===== config.mk =====
export PLATFORM = sky130hd
export DESIGN_NAME = uart_rx_frame_ctrl
export DESIGN_NICKNAME = d
export VERILOG_FILES = /design/src/rtl/uart_rx_frame_ctrl.sv
export SDC_FILE = /design/constraint.sdc
export NUM_CORES = 1
export LEC_CHECK = 0
export CORE_MARGIN = 1
export CORE_UTILIZATION = 50
export DETAILED_ROUTE_END_ITERATION = 10
export DONT_BUFFER_PORTS = 1
export PLACE_DENSITY_LB_ADDON = 0.15
export SLEW_MARGIN = 20
export SYNTH_ARGS = -nofsm -noshare
export SYNTH_HDL_FRONTEND = slang
export SYNTH_SLANG_ARGS = --single-unit

===== constraint.sdc =====
create_clock -name clk -period 2.7 [get_ports clk]
set_input_delay 0.54 -clock clk [delete_from_list [all_inputs] [get_ports clk]]
set_output_delay 0.54 -clock clk [all_outputs]
set_load 0.05 [all_outputs]

===== src/rtl/uart_rx_frame_ctrl.sv =====
// Frame controller behind the 8N1 UART receiver: assembles [SOF][LEN][PAYLOAD][CHK] frames,
// checks the XOR checksum and holds the payload until the consumer releases it.
module uart_rx_frame_ctrl #(
  parameter logic [7:0]  SOF           = 8'hA5,
  parameter int unsigned MAX_LEN       = 16,
  parameter int unsigned CLK_HZ        = 50_000_000,
  parameter int unsigned BAUD_RATE     = 9600,
  parameter int unsigned TIMEOUT_BYTES = 4,
  localparam int unsigned LW = $clog2(MAX_LEN + 1),
  localparam int unsigned AW = (MAX_LEN > 1) ? $clog2(MAX_LEN) : 1
) (
  input  logic          clk,
  input  logic          rst,
  input  logic          rx_valid,
  input  logic [7:0]    rx_data,
  output logic          pkt_valid,
  input  logic          pkt_ready,
  output logic [LW-1:0] pkt_len,
  input  logic [AW-1:0] rd_addr,
  output logic [7:0]    rd_data,
  output logic          busy,
  output logic          err_len,
  output logic          err_chk,
  output logic          err_timeout,
  output logic          err_overrun
);

  localparam longint unsigned ToCyclesL =
      (64'(TIMEOUT_BYTES) * 64'd10 * 64'(CLK_HZ)) / 64'(BAUD_RATE);
  localparam int unsigned TO      = 32'(ToCyclesL);
  localparam int unsigned TmoW    = $clog2(TO + 1);
  localparam logic [7:0]  MaxLenB = 8'(MAX_LEN);

  typedef enum logic [2:0] {
    StIdle,
    StLen,
    StPayload,
    StChk,
    StHold
  } state_e;

  state_e          state_q, state_d;
  logic [LW-1:0]   len_q, len_d;
  logic [AW-1:0]   idx_q, idx_d;
  logic [7:0]      chk_q, chk_d;
  logic [TmoW-1:0] tmo_q, tmo_d;
  logic            pkt_valid_q, pkt_valid_d;
  logic [LW-1:0]   pkt_len_q, pkt_len_d;
  logic            err_len_q, err_len_d;
  logic            err_chk_q, err_chk_d;
  logic            err_timeout_q, err_timeout_d;
  logic            err_overrun_q, err_overrun_d;
  logic [7:0]      buf_q [MAX_LEN];
  logic            buf_we;
  logic            in_frame;
  logic            last_byte;

  assign in_frame  = (state_q == StLen) || (state_q == StPayload) || (state_q == StChk);
  assign last_byte = (8'(idx_q) == (8'(len_q) - 8'd1));

  always_comb begin
    state_d       = state_q;
    len_d         = len_q;
    idx_d         = idx_q;
    chk_d         = chk_q;
    tmo_d         = '0;
    pkt_valid_d   = pkt_valid_q;
    pkt_len_d     = pkt_len_q;
    err_len_d     = 1'b0;
    err_chk_d     = 1'b0;
    err_timeout_d = 1'b0;
    err_overrun_d = 1'b0;
    buf_we        = 1'b0;

    unique case (state_q)
      StIdle: begin
        if (rx_valid && (rx_data == SOF)) state_d = StLen;
      end
      StLen: begin
        if (rx_valid) begin
          chk_d = rx_data;
          idx_d = '0;
          if ((rx_data == 8'd0) || (rx_data > MaxLenB)) begin
            err_len_d = 1'b1;
            state_d   = StIdle;
          end else begin
            len_d   = rx_data[LW-1:0];
            state_d = StPayload;
          end
        end
      end
      StPayload: begin
        if (rx_valid) begin
          buf_we = 1'b1;
          chk_d  = chk_q ^ rx_data;
          // idx stays on the last slot so it never leaves the buffer range
          if (last_byte) state_d = StChk;
          else           idx_d   = idx_q + AW'(1);
        end
      end
      StChk: begin
        if (rx_valid) begin
          if (rx_data == chk_q) begin
            state_d     = StHold;
            pkt_valid_d = 1'b1;
            pkt_len_d   = len_q;
          end else begin
            err_chk_d = 1'b1;
            state_d   = StIdle;
          end
        end
      end
      StHold: begin
        // A release and a new SOF may share a cycle; the byte is then taken as in idle.
        if (pkt_ready) begin
          pkt_valid_d = 1'b0;
          state_d     = (rx_valid && (rx_data == SOF)) ? StLen : StIdle;
        end else if (rx_valid) begin
          err_overrun_d = 1'b1;
        end
      end
      default: state_d = StIdle;
    endcase

    // A byte in the expiry cycle takes priority over the timeout.
    if (in_frame && !rx_valid) begin
      if (tmo_q == TmoW'(TO - 1)) begin
        err_timeout_d = 1'b1;
        state_d       = StIdle;
        tmo_d         = '0;
      end else begin
        tmo_d = tmo_q + TmoW'(1);
      end
    end
  end

  always_ff @(posedge clk) begin
    if (rst) begin
      state_q       <= StIdle;
      len_q         <= '0;
      idx_q         <= '0;
      chk_q         <= '0;
      tmo_q         <= '0;
      pkt_valid_q   <= 1'b0;
      pkt_len_q     <= '0;
      err_len_q     <= 1'b0;
      err_chk_q     <= 1'b0;
      err_timeout_q <= 1'b0;
      err_overrun_q <= 1'b0;
      for (int unsigned i = 0; i < MAX_LEN; i++) buf_q[i] <= '0;
    end else begin
      state_q       <= state_d;
      len_q         <= len_d;
      idx_q         <= idx_d;
      chk_q         <= chk_d;
      tmo_q         <= tmo_d;
      pkt_valid_q   <= pkt_valid_d;
      pkt_len_q     <= pkt_len_d;
      err_len_q     <= err_len_d;
      err_chk_q     <= err_chk_d;
      err_timeout_q <= err_timeout_d;
      err_overrun_q <= err_overrun_d;
      if (buf_we) buf_q[idx_q] <= rx_data;
    end
  end

  assign pkt_valid   = pkt_valid_q;
  assign pkt_len     = pkt_len_q;
  assign busy        = in_frame;
  assign err_len     = err_len_q;
  assign err_chk     = err_chk_q;
  assign err_timeout = err_timeout_q;
  assign err_overrun = err_overrun_q;
  assign rd_data     = (32'(rd_addr) < MAX_LEN) ? buf_q[rd_addr] : 8'h00;

endmodule


[Word-level counts from Yosys, hierarchy flattened]
Memories as Yosys holds them, arrays and structs flattened.
Cells that the tools add are included.
Storage, ports and cells
  flip-flop bits (word level): 48
  bits of input ports: 16
  memories kept: 1
  output and inout port bits: 19
  bits in writable memories: 128
  logic and storage cells: 94
Cells by class
  $lt $le $gt $ge: 1
  equal/unequal tests: 14
  add/subtract/negate cells: 3
  bitwise logic cells: 7
  reduce and logical (&&, ||, !) cells: 21
  muxes and demuxes: 36
Memories
  buf_q: depth 16, bits a word 8, read ports 1, clocked after Yosys merged registers in 0, wr ports 16, line 53  | logic [7:0] buf_q [MAX_LEN];
Operators by type and width (count)
  two-way mux 3 bit: 9
  two-way mux 8 bit: 3
  adder 18 x 1 -> 18 bit (second input constant): 1
  == test 18 bit (second input constant): 1
  two-way mux 4 bit: 4
  one-hot mux 8 bit (2 select lines): 1
  two-way mux 1 bit: 15
  one-hot mux 3 bit (5 select lines): 1
  OR reduction 3 bit: 4
  != test 2 bit (second input constant): 5
  AND reduction 3 bit: 3
  == test 4 x 8 -> 1 bit: 1
  == test 8 bit: 1
  == test 8 bit (second input constant): 1
  > comparator 8 x 5 -> 1 bit (second input constant): 1
  zero test 8 bit: 1
  one-hot mux 4 bit (2 select lines): 1
  AND reduction 4 bit: 2
  OR reduction 8 bit: 1
  bitwise XOR 8 bit: 1
  == test 3 x 2 -> 1 bit (second input constant): 2
  inverter 1 bit: 6
  subtractor 5 x 1 -> 6 bit (second input constant): 1
  adder 4 x 1 -> 4 bit (second input constant): 1
  other kinds (11): 15

[Longest topological paths before layout]
Gate-level depths: netlist of the first run.
  depth after elaboration: 7
  gate-level depth with buffers: 8
  depth with buffers taken out: 7

[Worst setup path before layout of the first run]
No wires, ideal clock.
  kind: input to output
  start: input rd_addr[0]
  end: output rd_data[0]
  path buffers: 2
  stages: 4
  slack: -52 ps
  required time: 2160 ps
  data arrival time: 2212 ps
  cells stage by stage: clkbuf_1 buf_2 mux4_2 mux4_2
Between the ends
  longest elaborated chain between the ends: 1
Ends and longest elaborated chain
  start, declared: line 19  | input logic [AW-1:0] rd_addr,
  memory read (16 x 8 bit)
  end, declared: line 20  | output logic [7:0] rd_data,
No other way between the ends.

[Worst setup path after layout of the first run]
  start: memory buf_q[6][3]
  end: output rd_data[3]
Between the ends
  longest elaborated chain between the ends: 1
Ends and longest elaborated chain (line)
  start, declared: 53
  memory read (16 x 8 bit)
No other way between the ends.

==> impl_metrics.py, run 1 <==
metrics = {
    "sta": {
        "max_slew.worst_pin.slew_ps": 729.3,
        "maxClockFrequency_mhz": 389.7,
        "hold_viol_final": 0,
        "slew_violations": 0,
        "fin_crit_sh_pct": 95.05,
        "maxSlewHeadroom_pct": 51.38,
        "min_period_ps": 2566,
        "setup_tns_ps": 0,
        "rsz0062_at_grt": "no",
        "setup_viol_count_final": 0,
        "skew_ps": 6.933,
    },
    "die": {
        "start_util_pct": 51.87,
        "die_w_um": 131.3,
        "die-height_um": 131.3,
        "core_um2": 16120,
        "fp-row-count": 46,
        "ios": 35,
        "die_area_um2": 17240,
    },
    "routing": {
        "drtAntennaViolNets": 0,
        "drc": 0,
        "vias": 5071,
        "routed.top_layer": "met4",
        "dr.first_iter.drc_count": 405,
        "wire_per_inst_um": 20.80,
        "wl_met1_um": 8383,
        "wl_met2_um": 8556,
        "route.met3.wl_um": 1024,
        "first_pass_iters": 5,
        "drt_wl_total_um": 18370,
        "vias_per_cell": 5.743,
    },
    "yosys": {
        "yosysSeqAreaShare_pct": 57.48,
        "ys_warn_count": 0,
        "syn_area_um2": 8359,
        "postSynthNetCount": 687,
        "synth-seq-cells": 176,
        "syn_area_per_cell_um2": 12.59,
        "yosysUniqueCellTypes": 46,
        "syn-instance-count": 664,
    },
    "global_routing": {
        "gr-total-overflow": 0,
        "grt_max_degree": 47,
        "grt_pass1_wl_um": 28680,
        "grt_pass1_vias": 4909,
        "grt_usage_pct": 22.58,
        "antenna_found_initial": 0,
    },
    "cts": {
        "cts_setup_buffers": 0,
        "cts_buffers": 17,
        "path_clk_slew_ps": 70,
        "postCtsHoldBufs": 0,
        "cts_tree": "yes",
        "h-tree-depth": 4,
        "cts_max_path_buffers": 2,
        "root_buffer": "clkbuf_16",
        "cts.sinks": 176,
        "cts-resized-gates": 0,
        "clkLatencyLatePin_ps": 440,
    },
    "finish": {
        "area_growth_pct": 9.055,
        "final_area_um2": 9116,
        "drive_gt1_share_pct": 16.49,
        "multiInputGateArea_um2": 3348,
        "finalNonFillerCells": 883,
        "register_area_um2": 4805,
        "fillers": 1329,
        "insertedDiodeCount": 0,
        "nNetsFinal": 677,
    },
    "placement": {
        "placed_area_um2": 8547,
        "hpwl_um": 12290,
        "place_congestion": 0.8257,
        "port_buffers": 0,
        "dp_cells": 851,
    },
    "worst_hold_path": {
        "min_path_type": "input pin to register",
    },
    "setup_path": {
        "endpoint_kind": "output port",
        "crit_type": "register to output port",
        "crit_path_max_fanout": 1,
        "start_kind": "register",
        "cp.required_ps": 2160,
        "cp.arrival_ps": 2030,
    },
    "job": {
        "drv_cap": 0,
    },
    "pwr": {
        "p_leak_nw": 3.192,
        "ir_drop_v": 0.0004614,
        "p_per_area_nw_per_um2": 624.9,
    },
    "outcome": {
        "run_status": "finished clean",
    },
}
[synth_stat cells (all sizes together)]
cell	instances	area (um2)
xor2	10	87.58
and3b	1	8.760
dfxtp	48	960.9
nor4b	3	32.53
a21oi	14	73.82
mux2i	14	140.1
nand3b	2	15.01
nand4	8	50.05
mux4	40	900.9
o31ai	1	7.510
edfxtp	128	3844
o2bb2ai	1	8.760
and2	129	807.0
o41a	1	11.26
nand3	10	50.05
and3	3	18.77
clkbuf	31	116.4
or3	2	12.51
buf	10	56.31
or2	17	106.4
a211oi	3	27.52
nor2	58	217.7
nor2b	2	12.51
o21ai	17	85.08
o21bai	1	7.510
nand2b	5	31.28
a21o	1	7.510
inv	9	33.78
or3b	2	17.52
xnor2	21	183.9
or4	1	7.510
and4	3	26.28
nor3	12	75.07
nand2	43	161.4
nor4	5	61.31
ha	7	87.58
nor3b	1	7.510
[cells by family (layout without fill, tap and decap cells)]
family / Yosys count / count (layout) / share of synthesized area (%)
AOI/OAI and AO/OA: 39 / 39 / 2.739
xor gates and xnor gates: 31 / 31 / 3.248
adders and majority gates: 7 / 7 / 1.048
buffers and inverters: 50 / 53 / 2.470
DFF: 176 / 176 / 57.48
muxes: 54 / 54 / 12.45
and+or+nand+nor: 307 / 307 / 20.57
[flip-flops by register name, summed over array words and instances (netlist names)]
| signal | count |
|---|---|
| err_overrun | 1 |
| err_chk | 1 |
| err_len | 1 |
| tmo_q | 18 |
| chk_q | 8 |
| pkt_valid | 1 |
| state_q | 3 |
| buf_q | 128 |
| pkt_len | 5 |
| len_q | 5 |
| idx_q | 4 |
| err_timeout | 1 |
[worst paths after layout]
path | slack (ps) | startpoint | cells past startpoint | endpoint
setup / recovery | 130 | buf_q[6][3] | 2 | rd_data[3]
hold reg to reg | 500 | tmo_q[0] | 1 | tmo_q[0]
setup reg to reg | 530 | state_q[1] | 4 | idx_q[2]
hold / removal | 160 | rst | 1 | chk_q[3]
[report_power, final]
group	internal, mW	total, mW	switching, mW
Combinational	0.136	0.306	0.171
Clock	1.22	2.37	1.14
Sequential	2.98	3.03	0.0476
Total	4.34	5.70	1.36
[cell usage in the layout, fill, tap and decap left out, types with 14 or more instances in the layout]
cell         n
and2_1     129
dfxtp_1     48
xnor2_1     21
nand2_1     43
mux2i_1     14
edfxtp_1   128
clkbuf_16   17
mux4_2      40
or2_2       17
nor2_1      58
o21ai_0     17
[per-stage QoR]
stage,total power [mW],worst slack [ps],utilization (%),hold WS [ps]
6_report,5.697,133.8,56.57,158.4
2_1_floorplan,3.371,23.79,-,452.8
5_1_grt,5.857,108.2,56.57,151.8
3_5_place_dp,3.395,372.4,53.04,491.5
4_1_cts,5.738,126.1,56.57,152.5
3_3_place_gp,3.386,389.7,53.04,487.0
[worst max-delay path: stages (launching register included)]
cell	delay, ps
edfxtp_1	420
mux4_2	530
mux4_2	640
[layer usage]
metal / up-vias / track usage (%)
met3: 26 / 4.514
met2: 160 / 33.72
met4: 0 / 8.915
met1: 2540 / 32.45
met5: - / 0
li1: 2345 / -
[cell type report]
| class | count | area share [%] |
|---|---|---|
| clock buffer | 17 | 4.666 |
| clock inverter | 15 | 1.578 |
| inverter | 9 | 0.3706 |
| multi-input combinational | 438 | 36.73 |
| sequential | 176 | 52.70 |
| tap | 216 | 2.965 |
| timing repair buffer | 12 | 0.9882 |
Power figures use the tool's default switching activity.
==> run 2, diff against run 1 <==
--- a/config.mk
+++ b/config.mk
@@ -5,11 +5,13 @@
 export SDC_FILE = /design/constraint.sdc
 export NUM_CORES = 1
 export LEC_CHECK = 0
-export CORE_MARGIN = 1
+export CORE_MARGIN = 2
 export CORE_UTILIZATION = 50
 export DETAILED_ROUTE_END_ITERATION = 10
 export DONT_BUFFER_PORTS = 1
+export GPL_TIMING_DRIVEN = 0
 export PLACE_DENSITY_LB_ADDON = 0.15
+export SKIP_LAST_GASP = 1
 export SLEW_MARGIN = 20
 export SYNTH_ARGS = -nofsm -noshare
 export SYNTH_HDL_FRONTEND = slang
==> run 2 against run 1 <==
  * Global-route usage decreased by 0.49 points
  * Clock power rose by 6%
  * Register-to-register slack lost 210 ps
  * Clock-buffer cell count grew 1
  * Power rose by 4.9%
  * Sequential power hardly changed
  * Non-clock buffer count rose by 31
  * Final cell count up 4.0%
  * Setup slack worse by 79 ps
  * First-iteration DRC count decreased by 7.9%
  * Sequential cell count stayed put
  * Via count rose by 0.35%
  * Highest routed layer unchanged
==> impl_metrics.py, run 2 (synthesis results as in run 1) <==
metrics = {
    "sta": {
        "maxSlewHeadroom_pct": 40.33,
        "slew_violations": 0,
        "maxClockFrequency_mhz": 378.1,
        "skew_ps": 3.642,
        "fin_crit_sh_pct": 97.96,
        "setup_viol_count_final": 0,
        "max_slew.worst_pin.slew_ps": 891.8,
        "min_period_ps": 2645,
        "rsz0062_at_grt": "no",
        "hold_viol_final": 0,
    },
    "setup_path": {
        "reg2reg_slack_ps": 320,
        "path_cells": "buf_6, buf_12, mux4_2, mux4_2",
        "slowest_stage": "mux4_2",
        "r2r_start": "state_q[2]",
        "cp.arrival_ps": 2110,
        "endpoint_kind": "output port",
        "start_kind": "input pin",
        "reg2reg_depth": 5,
        "r2r_end": "buf_q[6][3]",
        "crit_type": "input pin to output port",
        "cpMostUsedCell": "mux4_2",
        "cp.required_ps": 2160,
        "crit_path_max_fanout": 10,
        "critPathMaxStageDelay_ps": 650,
    },
    "die": {
        "die-height_um": 133.3,
        "fp-row-count": 47,
        "die_w_um": 133.3,
        "start_util_pct": 50.77,
        "ios": 35,
        "core_um2": 16470,
        "die_area_um2": 17770,
    },
    "global_routing": {
        "grt_max_degree": 17,
        "grt_pass1_wl_um": 29040,
        "grt_pass1_vias": 5271,
        "antenna_found_initial": 0,
        "grt_util_met2_pct": 38.09,
        "gr-usage-met3_pct": 4.909,
        "busiest_layer": "met2",
        "grt_usage_pct": 22.09,
        "gr-total-overflow": 0,
        "gr-usage-met1_pct": 26.81,
    },
    "job": {
        "drv_cap": 0,
    },
    "worst_hold_path": {
        "min_path_type": "input pin to register",
        "min_to": "err_overrun",
        "hold_depth": 3,
        "min-delay-start": "pkt_ready",
    },
    "pwr": {
        "total_power_mw": 5.974,
        "p_leak_nw": 3.276,
        "p_per_area_nw_per_um2": 639.2,
        "ir_drop_v": 0.0004668,
    },
    "routing": {
        "wire_per_inst_um": 20.42,
        "vias_per_cell": 5.544,
        "dr.first_iter.drc_count": 373,
        "vias": 5089,
        "first_pass_iters": 4,
        "drt_wl_total_um": 18740,
        "drtAntennaViolNets": 0,
        "drc": 0,
    },
    "finish": {
        "drive_gt1_share_pct": 15.47,
        "largest_reg_flops": 128,
        "final_cell_mix": "129 x and2_1, 128 x edfxtp_1, 58 x nor2_1",
        "insertedDiodeCount": 0,
        "area_growth_pct": 11.81,
        "nNetsFinal": 708,
        "regMostFlops": "buf_q",
        "utilization_pct": 56.76,
        "layout_commonest_cell": "and2_1",
        "reg_top3": "buf_q x128, tmo_q x18, chk_q x8",
    },
    "placement": {
        "place_congestion": 0.7996,
        "port_buffers": 0,
        "hpwl_um": 13160,
    },
    "cts": {
        "cts.sinks": 176,
        "cts_buffers": 17,
        "h-tree-depth": 4,
        "cts_tree": "yes",
        "path_clk_slew_ps": 60,
        "cts_setup_buffers": 0,
        "postCtsHoldBufs": 0,
        "root_buffer": "clkbuf_16",
        "clkLatencyLatePin_ps": 430,
        "cts_max_path_buffers": 2,
    },
    "outcome": {
        "run_status": "finished clean",
    },
}
-- run 2: cell count changes in the layout (fill, tap and decap cells not counted), sizes merged --
cell      delta
inv          -9
clkinv       +3
buf          -1
clkbuf      +33
clkinvlp     +1
bufinv       +4
-- run 2: worst max-delay path by stage --
| stage | startpoint | to | slack (ps) | depth (start not counted) |
|---|---|---|---|---|
| 2_1_floorplan | rd_addr[0] | rd_data[0] | 20 | 4 |
| 3_3_place_gp | rd_addr[0] | rd_data[6] | -220 | 4 |
| 3_5_place_dp | rd_addr[0] | rd_data[6] | -250 | 4 |
| 4_1_cts | rd_addr[0] | rd_data[6] | -6 | 4 |
| 5_1_grt | rd_addr[0] | rd_data[4] | 30 | 4 |
| 6_report | rd_addr[0] | rd_data[4] | 50 | 4 |
-- run 2: cell type report --
type,instances,area [um2]
Buffer,41,229.0
Multi-Input combinational cell,438,3353
Inverter,9,33.78
Clock buffer,18,429.2
Sequential cell,176,4805
Timing Repair Buffer,2,50.05
Tap cell,220,275.3
Fill cell,1388,7119
Clock inverter,14,171.4
-- run 2: stage by stage --
stage               setup TNS [ps]  hold WS [ps]  cell area [um2]  instances  setup slack [ps]
global placement            -10960         488.6             8642        884            -220.7
CTS                         -10.88         293.2             9288        916            -5.709
global route                     0         330.1             9346        918             32.05
detailed placement          -11950         484.6             8642        884            -254.1
finish                           0         302.3             9346        918             54.96
floorplan                        0         452.8             8367        664             23.79
-- run 2: report_power, final --
part	internal, mW	switching (mW)	leakage, nW	total [mW]
Sequential	2.98	0.0336	1.66	3.01
Combinational	0.160	0.278	1.34	0.438
Clock	1.53	0.998	0.286	2.52
-- run 2: critical path: cells and delay by family --
| kind | cells | cell delay [ps] |
|---|---|---|
| muxes | 2 | 1210 |
| buffers and inverters | 2 | 340 |
-- run 2: repair_timing --
item,in CTS,in global routing
hold endpoints to repair,0,0
resized for setup,14,3
cloned,0,2
setup endpoints to repair,8,15
-- run 2: layer usage --
metal,routed length [um],vias up
li1,-,2407
met1,7852,2536
met2,9446,116
met3,905,30
met4,538,0
met5,0,-
